File: src/rtl/mealy_det_pkg.sv
`default_nettype none
// ============================================================================
// Module      : mealy_det_pkg
// Description : Elaboration-time helpers for the Mealy pattern detector.
//               The functions compute the KMP transition function of a
//               constant pattern so the FSM can be built as a constant
//               lookup table with no runtime pattern storage.
//               Pattern bit i (0 = first received) is pattern[len-1-i].
// Revision    : 1.0 - initial release
// ============================================================================
package mealy_det_pkg;

  // Width of the matched-prefix state for an n-bit pattern (at least 1 bit).
  function automatic int state_w(input int n);
    return (n <= 2) ? 1 : $clog2(n);
  endfunction

  // Next state from S_k on input bit b: the longest pattern prefix (strictly
  // shorter than the whole pattern) that is a suffix of the accepted prefix
  // of length k followed by b. On a completing bit this yields f(N).
  function automatic int kmp_next(input logic [31:0] pattern, input int len,
                                  input int k, input logic b);
    int   best;
    int   pos;
    logic ok;
    logic sbit;
    best = 0;
    for (int j = 1; j <= k + 1; j++) begin
      if (j < len) begin
        ok = 1'b1;
        for (int i = 0; i < j; i++) begin
          pos  = k + 1 - j + i;
          sbit = (pos == k) ? b : pattern[len-1-pos];
          if (sbit != pattern[len-1-i]) ok = 1'b0;
        end
        if (ok) best = j;
      end
    end
    return best;
  endfunction

  // Longest proper prefix of the pattern that is also its suffix.
  function automatic int kmp_fail(input logic [31:0] pattern, input int len);
    return kmp_next(pattern, len, len - 1, pattern[0]);
  endfunction

endpackage
`default_nettype wire

File: src/rtl/sat_counter.sv
`default_nettype none
// ============================================================================
// Module      : sat_counter
// Description : Saturating up-counter with synchronous clear.
// Ports       : clock  - rising-edge clock
//               reset  - asynchronous active-high reset (count -> 0)
//               clear  - synchronous clear, takes priority over inc
//               inc    - add one on this edge unless already at maximum
//               count  - current value, sticks at 2^W-1
// Revision    : 1.0 - initial release
// ============================================================================
module sat_counter #(
  parameter int W = 8
) (
  input  logic         clock,
  input  logic         reset,
  input  logic         clear,
  input  logic         inc,
  output logic [W-1:0] count
);

  localparam logic [W-1:0] C_MAX = '1;

  logic [W-1:0] r_count;

  always_ff @(posedge clock or posedge reset) begin
    if (reset) begin
      r_count <= '0;
    end else if (clear) begin
      r_count <= '0;
    end else if (inc && (r_count != C_MAX)) begin
      r_count <= r_count + 1'b1;
    end
  end

  assign count = r_count;

endmodule
`default_nettype wire

File: src/rtl/mealy_pattern_detector.sv
`default_nettype none
// ============================================================================
// Module      : mealy_pattern_detector
// Description : Serial Mealy pattern detector with KMP fallback, qualified
//               input, overlap / non-overlap modes, synchronous clear and a
//               saturating match counter.
// Ports       : clock       - rising-edge clock
//               reset       - asynchronous active-high reset
//               x_in        - serial data bit (first pattern bit = MSB)
//               x_valid     - x_in is accepted only when high
//               clear       - synchronous clear of state and counter
//               y_out       - same-cycle match (current bit completes pattern)
//               match_count - saturating number of matches
//               state_out   - matched-prefix length (debug)
// Revision    : 1.0 - initial release
// ============================================================================
module mealy_pattern_detector
  import mealy_det_pkg::*;
#(
  parameter int                     PATTERN_LEN = 4,
  parameter logic [PATTERN_LEN-1:0] PATTERN     = 4'b1011,
  parameter int                     OVERLAP     = 1,
  parameter int                     COUNT_W     = 8,
  parameter int                     STATE_W     = state_w(PATTERN_LEN)
) (
  input  logic               clock,
  input  logic               reset,
  input  logic               x_in,
  input  logic               x_valid,
  input  logic               clear,
  output logic               y_out,
  output logic [COUNT_W-1:0] match_count,
  output logic [STATE_W-1:0] state_out
);

  localparam int                 C_NUM_STATES = 2 ** STATE_W;
  localparam logic [31:0]        C_PAT32      = 32'(PATTERN);
  localparam logic [STATE_W-1:0] C_LAST       = STATE_W'(PATTERN_LEN - 1);
  localparam logic [STATE_W-1:0] C_FAIL       = STATE_W'(kmp_fail(C_PAT32, PATTERN_LEN));
  localparam logic [STATE_W-1:0] C_AFTER_HIT  = (OVERLAP != 0) ? C_FAIL : '0;

  logic [STATE_W-1:0] r_state;
  logic [STATE_W-1:0] w_state_next;
  logic               w_match;

  // Constant transition table indexed by {state, x_in}. Encodings above
  // S_(N-1) are unreachable and simply fall back to S_0.
  logic [STATE_W-1:0] w_next_tbl [2*C_NUM_STATES];

  for (genvar gk = 0; gk < C_NUM_STATES; gk++) begin : g_state
    for (genvar gb = 0; gb < 2; gb++) begin : g_bit
      if (gk >= PATTERN_LEN) begin : g_unused
        assign w_next_tbl[gk*2+gb] = '0;
      end else if ((gk == PATTERN_LEN - 1) && (1'(gb) == PATTERN[0])) begin : g_hit
        assign w_next_tbl[gk*2+gb] = C_AFTER_HIT;
      end else begin : g_step
        assign w_next_tbl[gk*2+gb] = STATE_W'(kmp_next(C_PAT32, PATTERN_LEN, gk, 1'(gb)));
      end
    end
  end

  always_ff @(posedge clock or posedge reset) begin
    if (reset) begin
      r_state <= '0;
    end else begin
      r_state <= w_state_next;
    end
  end

  // Clear wins over a simultaneous valid bit; invalid cycles hold state.
  always_comb begin
    w_state_next = r_state;
    w_match      = 1'b0;
    if (clear) begin
      w_state_next = '0;
    end else if (x_valid) begin
      w_state_next = w_next_tbl[{r_state, x_in}];
      w_match      = (r_state == C_LAST) && (x_in == PATTERN[0]);
    end
  end

  // The counter is held in reset asynchronously, so only the output port
  // needs the reset gate.
  assign y_out     = w_match & ~reset;
  assign state_out = r_state;

  sat_counter #(
    .W (COUNT_W)
  ) u_sat_counter (
    .clock (clock),
    .reset (reset),
    .clear (clear),
    .inc   (w_match),
    .count (match_count)
  );

endmodule
`default_nettype wire

File: config.mk
export PLATFORM = sky130hd
export DESIGN_NAME = mealy_pattern_detector
export DESIGN_NICKNAME = d
export VERILOG_FILES = /design/src/rtl/mealy_det_pkg.sv /design/src/rtl/sat_counter.sv /design/src/rtl/mealy_pattern_detector.sv
export SDC_FILE = /design/constraint.sdc
export NUM_CORES = 1
export LEC_CHECK = 0
export CAP_MARGIN = 15
export CORE_AREA = 5 5 42 44
export CTS_BUF_LIST = sky130_fd_sc_hd__clkbuf_8
export DETAILED_ROUTE_END_ITERATION = 12
export DIE_AREA = 0 0 47 49
export GPL_ROUTABILITY_DRIVEN = 0
export GPL_TIMING_DRIVEN = 0
export PLACE_DENSITY = 0.79
export REMOVE_ABC_BUFFERS = 1
export SKIP_CTS_REPAIR_TIMING = 1
export SYNTH_ARGS = -nofsm -noshare
export SYNTH_HDL_FRONTEND = slang
export SYNTH_HIERARCHICAL = 1
export SYNTH_SLANG_ARGS = --single-unit
File: constraint.sdc
create_clock -name clock -period 3.85 [get_ports clock]
set_clock_uncertainty 0.15 [all_clocks]
set_input_delay 0.9625 -clock clock [delete_from_list [all_inputs] [get_ports clock]]
set_output_delay 0.9625 -clock clock [all_outputs]
set_load 0.05 [all_outputs]
Yosys cells after proc, flatten, opt, wreduce, memory -nomap -nowiden
Memories as Yosys holds them, arrays and structs flattened.
Cells that the tools add are included.
- add/subtract/negate cells: 1
- reductions and logical operators: 4
- magnitude comparators: 1
- mux-type cells: 8
- eq/ne operators: 2
- bitwise operators: 3
- operators with widths (cell ; count):
    $mux 8 ; 2
    $add 8x1->8 const B ; 1
    $mux 2 ; 4
    $ne 8x8->1 const B ; 1
    $ge 4x4->1 const B ; 1
    $not 3->4 ; 1
    $reduce_bool 2->1 ; 2
    $eq 2x2->1 const B ; 1
    $logic_and 1x1->1 ; 2
    $mux 1 ; 2
    $and 1x1->1 ; 1
    $not 1->1 ; 1
- input port bits: 5
- output and inout port bits: 11
- memory bits (read-only): 16
- word-level logic and storage cells: 22
- memories: 1
- flip-flop bits (word level): 10
- memories (memory ; depth ; width ; read ports ; clocked after memory_dff ; wr ports ; line ; text):
    (no name shown) ; 8 ; 2 ; 1 ; 0 ; 0 ; mealy_pattern_detector.sv:77 ; w_state_next = w_next_tbl[{r_state, x_in}];

Logic depth before layout (Yosys ltp)
- depth in word-level cells: 7
- gate-level depth with buffers: 5
- depth with buffers taken out: 5

Hierarchy
The synthesis kept the hierarchy.
- modules (own cells, without submodules) (module ; sequential area each (sq um) ; area an instance (sq um) ; cells an instance ; instances):
    sat_counter ; 200.2 ; 504.2 ; 49 ; 1
    mealy_pattern_detector ; 50.0 ; 142.6 ; 13 ; 1

Worst setup path after synthesis
OpenSTA, ideal clock, no wires.
- path type: input port to output port
- from: in x_in
- to: out y_out
- path slack: 749 ps
- required time: 2738 ps
- cell stages on the path: 2
- data arrival time: 1988 ps
- path through: nand3_2 nor4b_2
- longest elaborated chain between the ends: 4
- RTL lines (what ; line ; text):
    start: declaration ; mealy_pattern_detector.sv:28 ; input logic x_in,
    $logic_and 1x1->1 ; mealy_pattern_detector.sv:78 ; w_match = (r_state == C_LAST) && (x_in == PATTERN[0]);
    $mux 1 ; mealy_pattern_detector.sv:76 ; end else if (x_valid) begin
    $mux 1 ; mealy_pattern_detector.sv:74 ; if (clear) begin
    $and 1x1->1 ; mealy_pattern_detector.sv:84 ; assign y_out = w_match & ~reset;
    end: declaration ; mealy_pattern_detector.sv:31 ; output logic y_out,
No other way between the ends.

Worst setup path in the final report
- from: in clear
- to: out y_out
- longest elaborated chain between the ends: 2
- RTL lines (what ; line ; text):
    start: declaration ; mealy_pattern_detector.sv:30 ; input logic clear,
    $mux 1 ; mealy_pattern_detector.sv:74 ;
    $and 1x1->1 ; mealy_pattern_detector.sv:84 ;
No other way between the ends.

==> run summary <==
Status: complete, no violations
Post-Synth Adder-Cell Area: 0.0387
NumNets Final: 87
Share of cells above drive strength 1: 0.190
Total number of vias: 520
# IOs: 16
Dpl ws: -0.152 ns
Critical path's top delay family: buffers and inverters
Synth top area share: 0.387
Compound-Gate Fraction of Synth Area: 0.151
Syn avg cell area: 10.4 um^2
Post-synthesis mux area share: 0.124
Detailed Routing Iterations Pass 1: 4
Int Power: 0.204 mW
# rows: 14
Final Util: 0.613
IO Port Bufs: 15
CTS tree: built
Worst path bufs/invs: 2
Setup violators final: 0
Slack of the critical path: 0.282 ns
Initial Util: 0.462
Drt via density: 5.47
Slew Limit Fails: 0
Hold Vio Cnt, Final: 0
Post-route cell area: 860 um^2
Crit path launch type: input port
Crit path depth: 3
P_sw: 0.0521 mW
CTS Sinks: 10
Clock-pin slew on the worst setup and hold paths: 0.05 ns
Met2 routed WL: 632 um
P per Cell Area: 298 nW/um^2
WHS Path Cells: 2
Hold Path Class: reg2reg
Slowest stage delay, CP: 0.68 ns
Min Hold Slack: 0.428 ns
Min Tclk post-route: 3.57 ns
Power share of the clock group: 0.504
Worst-Skew Late Latency: 0.23 ns
Synth Cell Area: 647 um^2
Pin count of the biggest net entering global routing: 15
DPL Wire Length: 980 um
Post-Synthesis Cells: 62
Register-to-Register Path Depth: 5
Largest family of logic cells by synthesized area: simple AND/OR/NAND/NOR gates
Yosys reg bits: 10
Synth cell types: 30
Global-route wire length before repair: 2340 um
RSZ-0062 raised after global routing: no
Most frequent cells in the layout: clkdlybuf4s50_1 (14), dfrtp_1 (10), nor2_1 (5)
Synth area leaders: dfrtp_1 (39%), mux2_4 (9.3%), a21oi_2 (4.1%)
Routed WL: 1330 um
Crit Path Class: in2out
CTS H-tree depth: 1
Worst path required time: 2.74 ns
CTS Buf Count: 3
Pleak: 0.392 nW
Metal-1 WL: 615 um
Crit. End Element: primary output
Cell taking the most area after synthesis: dfrtp_1
WL met3: 64 um
Comb power frac: 0.077
Post-synthesis xor/xnor area fraction: 0
Final Non-Filler Cells: 95
Die X-Extent: 47 um
Seq/Total Area, Yosys: 0.387
Die Ht: 49 um
Vias in the first global route: 536
Clk root buf: clkbuf_8
Most common cell after layout, fill and taps aside: clkdlybuf4s50_1
DRC: 0
Peak VDD IR: 0.000193 V
Placed instance count: 91
Max Freq: 280 MHz
Core area: 1400 um^2
Area grow syn2layout: 32.9%
Post-route ant nets: 0
Full die area: 2300 um^2
Max-cap viol count: 0
Simple-gate area share of the yosys netlist: 0.253
Sw Ratio: 0.203
Critical path arrival: 2.46 ns
Critical path cell sequence: clkdlybuf4s50_1 > nor4b_2 > dlymetal6s2s_1
Total grt overflow: 0
Final worst-path cycle share: 0.927
Yosys Warn Count: 6
Max-Slew Margin vs Limit: 0.640
Dpl cell area: 802 um^2
1st-iter DRT viols: 15
Critical path's slowest cell: clkdlybuf4s50_1
DR top layer: met4
Flop pwr share: 0.419
Routed len/inst: 14.0 um
# diodes: 0
Slew @ Worst Pin: 0.539 ns
Reg-to-reg slack, setup: 1.68 ns
Gr usage total: 0.140
Crit Path Max Fanout: 14
Initial antenna violation count: 0
Max Root-Sink Buffers: 2
-- path summary, 6_finish.rpt --
check,startpoint,to
worst min-delay path,u_sat_counter/count[1]$_DFFE_PP0P_,u_sat_counter/count[1]$_DFFE_PP0P_
worst max register to register,state_out[0]$_DFFE_PP0P_,u_sat_counter/count[5]$_DFFE_PP0P_
worst max-delay path,clear,y_out
max in group asynchronous,reset,u_sat_counter/count[1]$_DFFE_PP0P_
min in group asynchronous,reset,state_out[1]$_DFFE_PP0P_
worst min register to register,u_sat_counter/count[1]$_DFFE_PP0P_,u_sat_counter/count[1]$_DFFE_PP0P_
-- cell type report --
| type | instances | area [um^2] |
|---|---|---|
| clock buffer | 4 | 55.1 |
| fill | 127 | 542 |
| inverter | 4 | 15.0 |
| multi-input combinational | 46 | 367 |
| sequential | 10 | 250 |
| tap | 16 | 20.0 |
| timing repair buffer | 15 | 153 |
-- cells in the mapped netlist --
master,n
dfrtp_1,10
nor2_1,5
inv_1,4
mux2_4,4
nand2_1,4
nor2b_1,4
a21oi_2,3
a21oi_1,2
ha_1,2
mux2i_1,2
nand3_1,2
nand4_1,2
a211oi_2,1
a21bo_1,1
a21boi_2,1
and2b_1,1
and3_1,1
and4_1,1
buf_6,1
clkbuf_1,1
nand2b_1,1
nand3_2,1
nand3b_1,1
nand4b_1,1
nor3_1,1
nor3b_1,1
nor4b_2,1
o211a_1,1
o21bai_1,1
o311a_1,1
-- registers in the layout, indices dropped and copies added (netlist names) --
signal and cells:
u_sat_counter/count 8, state_out 2
-- power by group through the flow --
stage          Sequential, mW  Combinational, mW  Clock (mW)
4_1_cts                 0.107             0.0201       0.133
6_report                0.107             0.0197       0.129
3_3_place_gp            0.109             0.0195           0
2_1_floorplan           0.112            0.00630           0
5_1_grt                 0.107             0.0221       0.140
3_5_place_dp            0.109             0.0201           0
-- per-stage QoR --
stage	setup TNS [ns]	total power, mW
3_5_place_dp	-0.152	0.129
2_1_floorplan	0	0.118
4_1_cts	-0.164	0.260
5_1_grt	0	0.269
3_3_place_gp	-0.101	0.128
6_report	0	0.256
-- cells by family after synthesis --
logic type,Yosys count
AO/OA/AOI/OAI,11
adder cells (fa/ha/maj),2
buffers and inverters,6
flip-flops,10
multiplexers,6
AND/OR/NAND/NOR,27
-- worst min-delay path, cell delays in order (launching register included) --
cell	delay (ns)
dfrtp_1	0.40
nand2_1	0.07
mux2i_1	0.06
-- routing by layer --
layer | GRT usage | vias up
li1 | - | 257
met1 | 0.198 | 247
met2 | 0.186 | 14
met3 | 0.0480 | 2
met4 | 0.0691 | 0
met5 | 0 | -
Power figures use the tool's default switching activity.
==> RTL change 1 (same flow settings) <==
`PATTERN_LEN`: 4 -> 8.
--- a/src/rtl/mealy_pattern_detector.sv
+++ b/src/rtl/mealy_pattern_detector.sv
@@ -18,5 +18,5 @@
   import mealy_det_pkg::*;
 #(
-  parameter int                     PATTERN_LEN = 4,
+  parameter int                     PATTERN_LEN = 8,
   parameter logic [PATTERN_LEN-1:0] PATTERN     = 4'b1011,
   parameter int                     OVERLAP     = 1,
Ports: changed (resized state_out); port bits go from 16 to 17. The function was not compared with the original's and may differ.
==> RTL change 1 against the unedited design <==
Maximum frequency is 0.69% lower; sequential cell count is 1 higher; power is 0.21% lower; setup slack worse by 0.025 ns; wire length is 28% higher; count of clock-buffer cells in the layout is 1 lower; area after synthesis is 14% higher; design area is 9.9% higher.
==> RTL change 1: results (changes against the unedited design) <==
----------------------------------------------------
[Status]
  Result of the run ... finished, final reports clean

[Place]
  Worst setup timing slack at the placement stage ... -0.265 ns (-0.113 ns)
  Placed wire-length estimate after detailed placement ... 1260 um (+29%)
  PortBufs ... 16 (+1)
  Placed cell area ... 905 um2 (+13%)

[Finish]
  Number of non-filler instances in the completed layout ... 110 (+16%)
  Flip-flop count of the largest register after layout ... 8 (unchanged)
  Share of cells above drive strength 1 ... 12.8% (-6.2 points)
  Number of fill cells in the layout ... 120 (-5.5%)
  Layout net count ... 104 (+20%)

[Route]
  Sum of routed wire length over all layers ... 1700 um (+28%)
  Via Count ... 630 (+21%)
  Starting DRC count in detailed routing ... 11 (-4)

[GRT]
  Maximum number of pins on one net before global-route repair ... 16 (+1)
  GRT Total Usage ... 17.8% (+3.8 points)
  Via count of the first global-routing pass ... 672 (+25%)
  Antenna violations before repair ... 0 (unchanged)
  First-pass GRT wire length ... 3030 um (+29%)

[Synth]
  Cell types with the highest counts after synthesis ... 11 x sky130_fd_sc_hd__dfrtp_1, 6 x sky130_fd_sc_hd__inv_1, 6 x sky130_fd_sc_hd__nand2_1, 6 x sky130_fd_sc_hd__nor2_1, 5 x sky130_fd_sc_hd__a21oi_1
  Warning count from the yosys run ... 6 (unchanged)
  Share of synthesized registers carrying an async set or reset ... 100% (unchanged)
  Sequential share of the synthesized area ... 37.2% (-1.5 points)
  Ranking of synthesized cells by area ... sky130_fd_sc_hd__dfrtp_1 37%, sky130_fd_sc_hd__mux2_4 8.1%, sky130_fd_sc_hd__ha_1 6.8%
  Mean Syn Cell Area ... 9.73 um2 (-6.7%)

[Worst setup path]
  Arrival time of data at the critical path endpoint ... 2.48 ns (+0.02 ns)
  Largest fanout on the critical path ... 15 (+1)
  Critical register-to-register path startpoint ... state_out[1]$_DFFE_PP0P_
  R2R Setup Slk ... 1.65 ns (-0.03 ns)

[Clock network]
  Number of buffers created by CTS ... 3 (unchanged)
  H-Tree Depth ... 1 (unchanged)
  Clk slew on worst S/H paths ... 0.05 ns (about the same)

[Power and ir drop]
  P_leak ... 0.419 nW (+6.8%)
  Largest voltage drop on the vdd net ... 0.160 mV (-17%)

[Worst hold path]
  Worst hold path endpoint ... u_sat_counter/count[1]$_DFFE_PP0P_

[STA]
  Worst Tran Pin Value ... 0.508 ns (-0.0311 ns)

----------------------------------------------------
==> RTL change 1: cell types whose count changed in the layout (fill, tap and decap cells not counted), sizes merged, moves of 2 or more <==
cell   delta
ha        +2
nand2     +2
a21oi     +2
inv       +3
==> RTL change 1: worst max-delay path by stage <==
| stage | cells past startpoint | from | slack, ns | to |
|---|---|---|---|---|
| after global routing | 4 | clear | 0.09 | y_out |
| after global placement | 4 | clear | -0.27 | y_out |
| final | 4 | clear | 0.26 | y_out |
| after CTS | 4 | clear | -0.27 | y_out |
| after floorplan | 2 | clear | 0.11 | y_out |
| after detailed placement | 4 | clear | -0.26 | y_out |
==> RTL change 1: worst reg2reg max path, delay by kind of cell (launching register included) <==
kind	cells	cell delay (ns)
flops	1	0.44
simple gates	3	0.86
compound gates	1	0.32
mux	1	0.33
==> RTL change 1: per-layer routing <==
metal	share of wire (%)	up-vias	global-route usage (%)
li1	-	308	-
met1	43	309	24.2
met2	52	11	27.6
met3	3.5	2	3.69
met4	0.47	0	5.53
met5	0	-	0
==> RTL change 1: cell type report <==
cell class | instances | area, um2 | area share (%)
multi-input combinational | 57 | 427 | 45.2
sequential | 11 | 275 | 29.1
timing repair buffer | 16 | 155 | 16.4
clock buffer | 3 | 41.3 | 4.37
inverter | 6 | 22.5 | 2.38
tap | 16 | 20.0 | 2.12
clock inverter | 1 | 3.75 | 0.397
==> RTL change 1: power breakdown <==
group / leakage [nW] / switching, mW / internal [mW]
Clock: 0.0269 / 0.0423 / 0.0699
Combinational: 0.239 / 0.0154 / 0.00941
Sequential: 0.153 / 0.00152 / 0.117
Total: 0.419 / 0.0593 / 0.196
==> RTL change 1: logic make-up after synthesis <==
kind of cell | after synthesis | synth area share [%]
AO/OA/AOI/OAI | 16 | 16.9
adder cells (fa/ha/maj) | 4 | 6.77
buffers and inverters | 8 | 5.08
flip-flops | 11 | 37.2
multiplexers | 7 | 12.2
AND/OR/NAND/NOR | 30 | 21.8
==> RTL change 1: through the flow <==
stage | hold WS (ns) | util (%)
after floorplan | 0.566 | -
after global placement | 0.414 | 64.6
after detailed placement | 0.428 | 64.6
after CTS | 0.435 | 67.8
after global routing | 0.482 | 67.4
final | 0.437 | 67.4
==> RTL change 2 (same flow settings) <==
Made on the original files. Put a register stage on the output `match_count`, with the module's reset. The value now appears one clock later. The other outputs are not delayed to match.
--- a/src/rtl/mealy_pattern_detector.sv
+++ b/src/rtl/mealy_pattern_detector.sv
@@ -39,4 +39,6 @@
   localparam logic [STATE_W-1:0] C_FAIL       = STATE_W'(kmp_fail(C_PAT32, PATTERN_LEN));
   localparam logic [STATE_W-1:0] C_AFTER_HIT  = (OVERLAP != 0) ? C_FAIL : '0;
+
+  logic [COUNT_W-1:0] match_count_d;
 
   logic [STATE_W-1:0] r_state;
@@ -92,6 +94,14 @@
     .clear (clear),
     .inc   (w_match),
-    .count (match_count)
+    .count (match_count_d)
   );
+
+  always_ff @(posedge clock or posedge reset) begin
+    if (reset) begin
+      match_count <= '0;
+    end else begin
+      match_count <= match_count_d;
+    end
+  end
 
 endmodule
Behaviour: not the same (Yosys sat finds a counterexample within 10 cycles, from zero or initial values and one cycle with reset high).
==> RTL change 2 against the unedited design <==
Combinational power rose by 8%; power rose by 40%; worst hold slack got worse by 0.15 ns; setup slack got worse by 0.013 ns; first-iteration DRC count rose by 6.7%; register-to-register slack improved by 0.04 ns; area after synthesis rose by 30%; non-clock buffer count did not move; design area rose by 22%; critical path type unchanged; critical path depth did not move; highest routed layer unchanged; sequential cell count rose by 8; wire length rose by 10%.
==> RTL change 2: results (changes against the unedited design) <==
----------------------------------------------------
[Worst setup path]
  R2R Setup Slk ... 1.72 ns (+0.04 ns)
  Worst reg2reg path endpoint ... u_sat_counter/count[5]$_DFFE_PP0P_

[Power and ir drop]
  Clk pwr ... 0.146 mW (+13%)
  Clock network fraction of design power ... 40.7% (-9.7 points)
  Internal power ... 0.288 mW (+41%)
  P_leak ... 0.504 nW (+28%)
  Largest voltage drop on the vdd net ... 0.238 mV (+24%)
  Share of total power in combinational logic ... 5.9% (-1.8 points)

[GRT]
  GRT Total Usage ... 15.0% (+0.99 points)
  First-pass GRT wire length ... 2460 um (+5.3%)
  Via count of the first global-routing pass ... 574 (+7.1%)

[Place]
  # placed instances ... 100 (+9.9%)
  Worst setup timing slack at the placement stage ... -0.135 ns (+0.0166 ns)
  Placed wire-length estimate after detailed placement ... 1090 um (+12%)
  Placed cell area ... 993 um2 (+24%)

[Route]
  Via Count ... 598 (+15%)
  1st-pass router iterations ... 5 (+1)
  Starting DRC count in detailed routing ... 16 (+1)
  Average vias per placed instance ... 5.75 (+5.0%)
  Sum of routed wire length over all layers ... 1460 um (+10%)

[STA]
  Hold Vio Cnt, Final ... 0 (unchanged)
  Final worst-path setup slack ... 0.269 ns (-0.0131 ns)
  Tightest slew margin relative to the limit ... 65.0% (+0.98 points)
  Worst-case hold slack ... 0.277 ns (-0.151 ns)

[Finish]
  Layout net count ... 96 (+10%)
  Multi-input logic cell count ... 47 (+2.2%)
  Clock tree cell share of total cell area ... 5.24% (-1.2 points)
  Layout Cell Area excl Fill ... 1050 um2 (+22%)
  Data buffer area share ... 14.5% (-3.2 points)
  Share of cells above drive strength 1 ... 17.0% (-1.9 points)
  Proportion of cell area occupied by registers ... 42.9% (+14 points)
  Total area of multi-input combinational cells ... 358 um2 (-2.4%)
  Number of fill cells in the layout ... 93 (-27%)

[Floorplan]
  Die Area ... 2300 um2 (unchanged)

[Status]
  Result of the run ... finished, final reports clean

[Worst hold path]
  Worst hold path endpoint ... match_count[6]$_DFF_PP0_
  Worst hold stages ... 0 (-2)
  Hold wc startpoint ... u_sat_counter/count[6]$_DFFE_PP0P_

[Synth]
  Warning count from the yosys run ... 6 (unchanged)
  Number of library cell types mapped by synthesis ... 29 (-3.3%)
  #FFs+latches synth ... 18 (+8)
  Ranking of synthesized cells by area ... sky130_fd_sc_hd__dfrtp_1 54%, sky130_fd_sc_hd__mux2_4 7.2%, sky130_fd_sc_hd__ha_1 3.0%
  Cell types with the highest counts after synthesis ... 18 x sky130_fd_sc_hd__dfrtp_1, 5 x sky130_fd_sc_hd__nand2_1, 5 x sky130_fd_sc_hd__nor2_1
  Sequential share of the synthesized area ... 53.7% (+15 points)

[Clock network]
  H-Tree Depth ... 1 (unchanged)
  Source-to-sink clock delay at the later pin of the worst-skew pair ... roughly 0.24 ns

----------------------------------------------------
RTL change 2: cell types whose count changed in the layout (fill, tap and decap cells not counted), sizes merged:
| cell | delta |
|---|---|
| dfrtp | +8 |
| nand2 | +2 |
| nand3 | -1 |
| nor3 | +1 |
| nor3b | -1 |
| nor4 | +1 |
| nor4b | -1 |
RTL change 2: layer usage:
layer / global-route usage [%] / routed length [um] / up-vias / part of all wire (%)
li1: - / - / 284 / -
met1: 18.1 / 557 / 283 / 38
met2: 23.8 / 760 / 29 / 52
met3: 3.32 / 137 / 2 / 9.4
met4: 8.29 / 9 / 0 / 0.61
met5: 0 / 0 / - / 0
RTL change 2: kinds of logic (layout without fill, tap and decap cells):
logic type,after synthesis,in the layout,synth area share [%]
and+or+nand+nor,28,28,19.0
adders and majority gates,2,2,2.98
AOI/OAI and AO/OA,11,11,11.2
DFF,18,18,53.7
muxes,6,6,9.55
buffers and inverters,6,23,3.58
